### src/rtl/id_ex_pipe_reg_pkg.sv
// Shared definitions for the ID/EX stage: ALU op width, control-word layout and bubble value.
package id_ex_pipe_reg_pkg;

   localparam int ALU_OP_W = 3;

   // Control word, MSB first: reg_dst .. mem_write
   typedef struct packed {
      logic reg_dst;
      logic jal_reg;
      logic pc_to_reg;
      logic alu_src;
      logic mem_to_reg;
      logic reg_write;
      logic mem_read;
      logic mem_write;
   } ctrl_t;

   localparam ctrl_t CTRL_NOP = ctrl_t'(8'b0);

endpackage

### src/rtl/id_ex_pipe_reg_load_use_detect.sv
// Load-use hazard check: a valid load in EX whose destination feeds the ID instruction.
module load_use_detect #(
   parameter int REG_ADDR_W = 5
) (
   input  logic                  ex_valid_i,
   input  logic                  ex_mem_read_i,
   input  logic [REG_ADDR_W-1:0] ex_rt_i,
   input  logic [REG_ADDR_W-1:0] id_rs_i,
   input  logic [REG_ADDR_W-1:0] id_rt_i,
   output logic                  hazard_o
);

   logic rt_nonzero;
   logic rt_match;

   // $0 is hard-wired, so a load targeting it can never feed a consumer
   assign rt_nonzero = (ex_rt_i != '0);
   assign rt_match   = (ex_rt_i == id_rs_i) | (ex_rt_i == id_rt_i);
   assign hazard_o   = ex_valid_i & ex_mem_read_i & rt_nonzero & rt_match;

endmodule

### src/rtl/id_ex_pipe_reg.sv
// ID/EX pipeline register with load-use stall/bubble insertion and a saturating stall counter.
module id_ex_pipe_reg
   import id_ex_pipe_reg_pkg::*;
#(
   parameter int DATA_W     = 32,
   parameter int REG_ADDR_W = 5,
   parameter int ALU_OP_W_P = ALU_OP_W,
   parameter int CNT_W      = 16
) (
   input  logic                  clk,
   input  logic                  rst,
   input  logic                  id_reg_dst,
   input  logic                  id_jal_reg,
   input  logic                  id_pc_to_reg,
   input  logic                  id_alu_src,
   input  logic                  id_mem_to_reg,
   input  logic                  id_reg_write,
   input  logic                  id_mem_read,
   input  logic                  id_mem_write,
   input  logic [ALU_OP_W_P-1:0] id_alu_operation,
   input  logic [DATA_W-1:0]     id_rd1,
   input  logic [DATA_W-1:0]     id_rd2,
   input  logic [DATA_W-1:0]     id_imm,
   input  logic [DATA_W-1:0]     id_pc_plus4,
   input  logic [REG_ADDR_W-1:0] id_rs,
   input  logic [REG_ADDR_W-1:0] id_rt,
   input  logic [REG_ADDR_W-1:0] id_rd,
   input  logic                  id_flush,
   output logic                  ex_reg_dst,
   output logic                  ex_jal_reg,
   output logic                  ex_pc_to_reg,
   output logic                  ex_alu_src,
   output logic                  ex_mem_to_reg,
   output logic                  ex_reg_write,
   output logic                  ex_mem_read,
   output logic                  ex_mem_write,
   output logic [ALU_OP_W_P-1:0] ex_alu_operation,
   output logic [DATA_W-1:0]     ex_rd1,
   output logic [DATA_W-1:0]     ex_rd2,
   output logic [DATA_W-1:0]     ex_imm,
   output logic [DATA_W-1:0]     ex_pc_plus4,
   output logic [REG_ADDR_W-1:0] ex_rs,
   output logic [REG_ADDR_W-1:0] ex_rt,
   output logic [REG_ADDR_W-1:0] ex_rd,
   output logic                  ex_valid,
   output logic                  pc_write,
   output logic                  if_id_write,
   output logic [CNT_W-1:0]      stall_count
);

   ctrl_t                  id_ctrl;
   ctrl_t                  ctrl_d, ctrl_q;
   logic                   valid_d, valid_q;
   logic [ALU_OP_W_P-1:0]  alu_op_q;
   logic [DATA_W-1:0]      rd1_q, rd2_q, imm_q, pc_plus4_q;
   logic [REG_ADDR_W-1:0]  rs_q, rt_q, rd_q;
   logic [CNT_W-1:0]       cnt_d, cnt_q;
   logic                   hazard;
   logic                   bubble;

   assign id_ctrl = ctrl_t'({id_reg_dst, id_jal_reg, id_pc_to_reg, id_alu_src,
                             id_mem_to_reg, id_reg_write, id_mem_read, id_mem_write});

   load_use_detect #(
      .REG_ADDR_W (REG_ADDR_W)
   ) u_load_use_detect (
      .ex_valid_i    (valid_q),
      .ex_mem_read_i (ctrl_q.mem_read),
      .ex_rt_i       (rt_q),
      .id_rs_i       (id_rs),
      .id_rt_i       (id_rt),
      .hazard_o      (hazard)
   );

   // Stall handshake ignores flush: a squashed ID slot still waits out the load
   assign pc_write    = ~hazard;
   assign if_id_write = ~hazard;
   assign bubble      = hazard | id_flush;

   always_comb begin
      ctrl_d  = id_ctrl;
      valid_d = 1'b1;
      cnt_d   = cnt_q;
      if (bubble) begin
         ctrl_d  = CTRL_NOP;
         valid_d = 1'b0;
      end
      if (hazard && (cnt_q != {CNT_W{1'b1}})) begin
         cnt_d = cnt_q + {{(CNT_W-1){1'b0}}, 1'b1};
      end
   end

   always_ff @(posedge clk or negedge rst) begin
      if (!rst) begin
         ctrl_q     <= CTRL_NOP;
         valid_q    <= 1'b0;
         alu_op_q   <= '0;
         rd1_q      <= '0;
         rd2_q      <= '0;
         imm_q      <= '0;
         pc_plus4_q <= '0;
         rs_q       <= '0;
         rt_q       <= '0;
         rd_q       <= '0;
         cnt_q      <= '0;
      end else begin
         ctrl_q     <= ctrl_d;
         valid_q    <= valid_d;
         alu_op_q   <= id_alu_operation;
         rd1_q      <= id_rd1;
         rd2_q      <= id_rd2;
         imm_q      <= id_imm;
         pc_plus4_q <= id_pc_plus4;
         rs_q       <= id_rs;
         rt_q       <= id_rt;
         rd_q       <= id_rd;
         cnt_q      <= cnt_d;
      end
   end

   assign ex_reg_dst       = ctrl_q.reg_dst;
   assign ex_jal_reg       = ctrl_q.jal_reg;
   assign ex_pc_to_reg     = ctrl_q.pc_to_reg;
   assign ex_alu_src       = ctrl_q.alu_src;
   assign ex_mem_to_reg    = ctrl_q.mem_to_reg;
   assign ex_reg_write     = ctrl_q.reg_write;
   assign ex_mem_read      = ctrl_q.mem_read;
   assign ex_mem_write     = ctrl_q.mem_write;
   assign ex_alu_operation = alu_op_q;
   assign ex_rd1           = rd1_q;
   assign ex_rd2           = rd2_q;
   assign ex_imm           = imm_q;
   assign ex_pc_plus4      = pc_plus4_q;
   assign ex_rs            = rs_q;
   assign ex_rt            = rt_q;
   assign ex_rd            = rd_q;
   assign ex_valid         = valid_q;
   assign stall_count      = cnt_q;

endmodule

### config.mk
export PLATFORM = sky130hd
export DESIGN_NAME = id_ex_pipe_reg
export DESIGN_NICKNAME = d
export VERILOG_FILES = /design/src/rtl/id_ex_pipe_reg_pkg.sv /design/src/rtl/id_ex_pipe_reg_load_use_detect.sv /design/src/rtl/id_ex_pipe_reg.sv
export SDC_FILE = /design/constraint.sdc
export NUM_CORES = 1
export LEC_CHECK = 0
export CORE_AREA = 2 2 127 129
export CTS_BUF_LIST = sky130_fd_sc_hd__clkbuf_4 sky130_fd_sc_hd__clkbuf_8
export CTS_CLUSTER_DIAMETER = 150
export DETAILED_ROUTE_END_ITERATION = 16
export DIE_AREA = 0 0 129 131
export PLACE_DENSITY_LB_ADDON = 0.1
export SLEW_MARGIN = 20
export SYNTH_ARGS = -nofsm -noshare
export SYNTH_HDL_FRONTEND = slang
export SYNTH_SLANG_ARGS = --single-unit
### constraint.sdc
create_clock -name clk -period 2.3 [get_ports clk]
set_clock_uncertainty 0.15 [all_clocks]
set_input_delay 0.345 -clock clk [delete_from_list [all_inputs] [get_ports clk]]
set_output_delay 0.345 -clock clk [all_outputs]
set_load 0.03 [all_outputs]
# After elaboration in Yosys (flattened, before gate mapping)
# Cells that the tools add are included.
[word_totals]
ff_bits = 171
input_bits = 157
output_inout_bits = 173
wordCells = 32
[op_classes]
add_sub_neg = 1
eq_ne = 3
n_mux = 2
bitwise = 6
n_reduce_logical = 2
[op_table]
columns = ["operator", "n"]
rows = [
  ["16-bit by 1-bit adder with 16-bit output, second input constant", 1],
  ["16-bit != test, second input constant", 1],
  ["5-bit == test", 2],
  ["8-bit 2-to-1 mux", 1],
  ["5-bit nonzero test", 1],
  ["1-bit bitwise AND", 3],
  ["1-bit OR", 2],
  ["1-bit logical AND", 1],
  ["1-bit 2-to-1 mux", 1],
  ["1-bit NOT", 1],
]

# Longest topological paths before layout
[depth]
depth_word = 5
ltp_mapped = 6
depth_no_buf = 6

# Cells and area by module
# A second synthesis with hierarchy kept.
[hier_totals]
cells_unflattened = 257
area_unflattened_um2 = 4895.9
[by_module_without_submodules]
columns = ["module", "n_inst", "cells_per_inst", "area_per_inst_um2", "seq_area_each_um2"]
rows = [
  ["id_ex_pipe_reg", 1, 240, 4763.3, 4279.1],
  ["load_use_detect", 1, 17, 132.6, 0.0],
]

# Worst setup path before layout
# OpenSTA, ideal clock, no wires.
[synth_path]
kind = "reg2out"
start = "register rt_q[0] (netlist: ex_rt[0])"
end = "output pc_write"
arrival_time_ns = 1.824
t_required_ns = 1.805
path_slack_ns = -0.019
stages_incl_launch_ff = 5
n_path_buf = 1
cell_sequence = "dfrtp_1 or4_4 o211a_4 nand2_1 buf_4"
[synth_between]
elab_chain_len = 4
word_cells_on_any_way = 7
cone_classes = "eq/ne (2); bitwise (4); reduce/logical (1)"
[synth_lines]
columns = ["item", "line_no", "text"]
rows = [
  ["from (decl)", "id_ex_pipe_reg.sv:56", "logic [REG_ADDR_W-1:0] rs_q, rt_q, rd_q;"],
  ["from (signal assigned)", "id_ex_pipe_reg.sv:115", "rt_q <= id_rt;"],
  ["5-bit == test / 5-bit nonzero test (equally long branches)", "id_ex_pipe_reg_load_use_detect.sv:18, id_ex_pipe_reg_load_use_detect.sv:17", ""],
  ["1-bit OR / 1-bit bitwise AND (equally long branches)", "id_ex_pipe_reg_load_use_detect.sv:18, id_ex_pipe_reg_load_use_detect.sv:19", ""],
  ["1-bit bitwise AND *", "id_ex_pipe_reg_load_use_detect.sv:19", "assign hazard_o = ex_valid_i & ex_mem_read_i & rt_nonzero & rt_match;"],
  ["1-bit NOT *", "-", ""],
  ["to (decl)", "id_ex_pipe_reg.sv:46", "output logic pc_write,"],
]
# Every way passes the cells marked *; elsewhere a longest branch is shown, timed or not.

# Worst setup path after layout
[layout_path]
start = "register rt_q[4] (netlist: ex_rt[4])"
end = "output pc_write"
[layout_between]
elab_chain_len = 4
word_cells_on_any_way = 7
cone_classes = "eq/ne (2); bitwise (4); reduce/logical (1)"
[layout_lines]
columns = ["item", "line_no", "text"]
rows = [
  ["5-bit == test / 5-bit nonzero test (equally long branches)", "id_ex_pipe_reg_load_use_detect.sv:18, id_ex_pipe_reg_load_use_detect.sv:17", ""],
  ["1-bit OR / 1-bit bitwise AND (equally long branches)", "id_ex_pipe_reg_load_use_detect.sv:18, id_ex_pipe_reg_load_use_detect.sv:19", ""],
  ["1-bit bitwise AND *", "id_ex_pipe_reg_load_use_detect.sv:19", ""],
  ["1-bit NOT *", "id_ex_pipe_reg.sv:76", "assign pc_write = ~hazard;"],
]
# Marked as above.

==> run summary <==
# nets final: 770
clock latency on the worst-skew pair: 0.45 ns
Core Footprint: 15,600 sq um
CTS tree: built
Worst setup startpoint: ex_rt[4]
RSZ-0062 raised after global routing: yes
Post-synth ARST share: 1.00
Syn Nets: 413
endpoints failing hold: 0
worst r2r path cells: 6
worst slew pin tran: 0.599 ns
pre-CTS WS: -0.167 ns
Slew Limit Headroom: 0.597
data arrival time of the worst path: 1.84 ns
Syn Std Cell Area: 4890 sq um
Crit. End Element: output port
Max Freq: 0.429 GHz
Via Count: 3,446
Post-synth EDFFs: 0
syn avg cell area: 19.2 sq um
aggregate global routing overflow: 0
gp weighted congestion: 0.877
post-route insts no fill: 843
placed insts: 808
Leak: 3.81 nW
worst-case clock buffer depth: 2
share of layout cells above drive strength 1: 0.0849
largest net degree at the start of global routing: 56
die area: 16,900 sq um
Final Slew Violations: 0
Final ANT Viol Nets: 0
number of synthesized register bits: 171
gr usage total: 0.185
metal2 WL: 7.97 mm
top sig layer: met4
Max IR drop VDD: 0.361 mV
routed wire length: 15.3 mm
startpoint types: register
Area Overhead vs Synth: 84.8%
crit-path max FO: 2
fillcell total: 1,281
P_sw: 0.00167 W
first-pass iteration count of the detailed router: 4
worst setup margin: -0.0302 ns
clk root buf: clkbuf_8
sequential share of the synthesized area: 0.874
HPWL after detailed placement: 12.0 mm
CTS H-tree lvls: 4
final critical-path required period: 2.33 ns
Routed met1 length: 5.56 mm
multi-input logic area: 608 sq um
Core Rows: 46
Seq pwr share: 0.478
PwrDens: 742 nW/um^2
internal power: 0.00504 W
Area contributors post-synth: dfrtp_1 (87%), xnor2_1 (4.3%), and2_1 (1.3%)
met3 WL: 1.46 mm
total chip power: 0.00671 W
register area: 4280 sq um
height of the die: 131 microns
Iter 0 DRT Violations: 100
launching point of the worst reg2reg path: ex_rt[4]
critical path type: register to output port
final worst path period share: 1.01
CTS Buf Count: 17
yosys warns: 0
failing checks: negative setup slack
initial core utilization: 0.314
Clk pin slew, worst setup/hold paths: 0.09 ns
setup repair bufs after CTS: 0
area leader, netlist: dfrtp_1
routed len/inst: 18.2 microns
Critical Path End: pc_write
RR Endpoint: stall_count[1]
vias in the first global route: 3,631
Avg Vias per Cell: 4.09
final setup fails: 2
top cells by count, synth: dfrtp_1 (171), xnor2_1 (24), and2_1 (10), nand4_1 (10), nand3_1 (9)
Die Span X: 129 microns
power share of the clock group: 0.365
max_cap viols: 0
CTS Sinks: 171
reg2reg setup slack: 0.18 ns
Hold Path Cell Cnt: 1
post-synthesis instance total: 255
Distinct cells, synth: 24
cell with the most instances after synthesis: dfrtp_1
IO Count: 330
Net Sw Frac: 0.249
initial antenna violation count: 2
status: finished with violations
I/O Buffers: 329
required time of the critical path: 1.80 ns
Tightest Hold Check Type: primary input to register
global-route wire length before repair: 22.4 mm
Synth Flop Type: dfrtp_1
area share of the largest cell type after synthesis: 0.874
power share of the combinational group: 0.157
DRC: 0
-- worst min path at each step --
stage                           to        from  slack (ns)
2_1_floorplan  ex_alu_operation[0]         rst       -0.10
3_3_place_gp            ex_imm[23]         rst        0.16
3_5_place_dp            ex_imm[23]         rst        0.17
4_1_cts                 ex_rd1[18]  id_rd1[18]        0.13
5_1_grt                 ex_rd2[11]  id_rd2[11]        0.13
6_report                 ex_imm[5]   id_imm[5]        0.17
-- critical path: stages, from the launching register on --
cell     delay (ns)
dfrtp_1        0.39
or4_4          0.54
o211a_4        0.26
nand2_4        0.07
buf_6          0.12
-- power groups by stage --
stage / Sequential, W / Clock, W / Combinational [W]
floorplan: 0.00359 / 0 / 0.0000533
global placement: 0.00327 / 0 / 0.00106
detailed placement: 0.00327 / 0 / 0.00106
CTS: 0.00321 / 0.00253 / 0.00107
global route: 0.00323 / 0.00265 / 0.00111
finish: 0.00321 / 0.00245 / 0.00105
-- cells in the final DEF (no fill, tap or decap), drive strengths merged --
master,count
clkdlybuf4s50,326
dfrtp,171
xnor2,24
clkbuf,19
buf,13
and2,10
nand4,10
nand3,9
nand2,6
bufinv,5
and3,4
clkinv,4
diode,3
nor2,3
nor3,3
inv,3
a21oi,2
mux2,2
o22ai,1
or4,1
o211a,1
o211ai,1
and4,1
and4b,1
nor2b,1
o21ai,1
ha,1
dlygate4sd3,1
-- per-stage QoR --
step	utilization	instance area [sq um]	hold slack, ns	setup TNS, ns
2_1_floorplan	-	4900	-0.101	0
4_1_cts	0.579	9040	0.134	-0.151
6_report	0.580	9040	0.171	-0.0602
3_3_place_gp	0.548	8550	0.159	-0.307
3_5_place_dp	0.548	8550	0.166	-0.332
5_1_grt	0.580	9040	0.133	-0.218
-- metal layers --
layer / vias to the layer above / GRT usage
met5: - / 0
met4: 0 / 0.0710
met3: 21 / 0.0900
met2: 179 / 0.321
met1: 1693 / 0.197
li1: 1553 / -
-- what timing repair did --
action | 4_1_cts | 5_1_grt
hold endpoints to repair | 43 | 0
gates resized for setup | 15 | 0
gates cloned | 0 | 0
pin swaps | 0 | 1
hold buffers | 1 | 0
endpoints found under the setup margin | 2 | 2
-- logic make-up (layout without fill, tap and decap cells) --
group           Yosys count  count (layout)  share of synthesized area
flops                   171             171                      0.874
simple gates             49              49                     0.0578
xor+xnor                 24              24                     0.0429
compound gates            6               6                     0.0148
mux                       2               2                    0.00460
buf+inv                   2             371                    0.00307
fa+ha+maj                 1               1                    0.00256
other cells               0               3                          0
-- cell type report --
class / count / share of cell area
Tap cell: 216 / 0.0299
Clock buffer: 19 / 0.0289
Timing Repair Buffer: 340 / 0.377
Clock inverter: 12 / 0.0232
Antenna cell: 3 / 0.000830
Multi-Input combinational cell: 82 / 0.0672
Sequential cell: 171 / 0.473
Note: power is estimated with default switching activity, not from simulation.
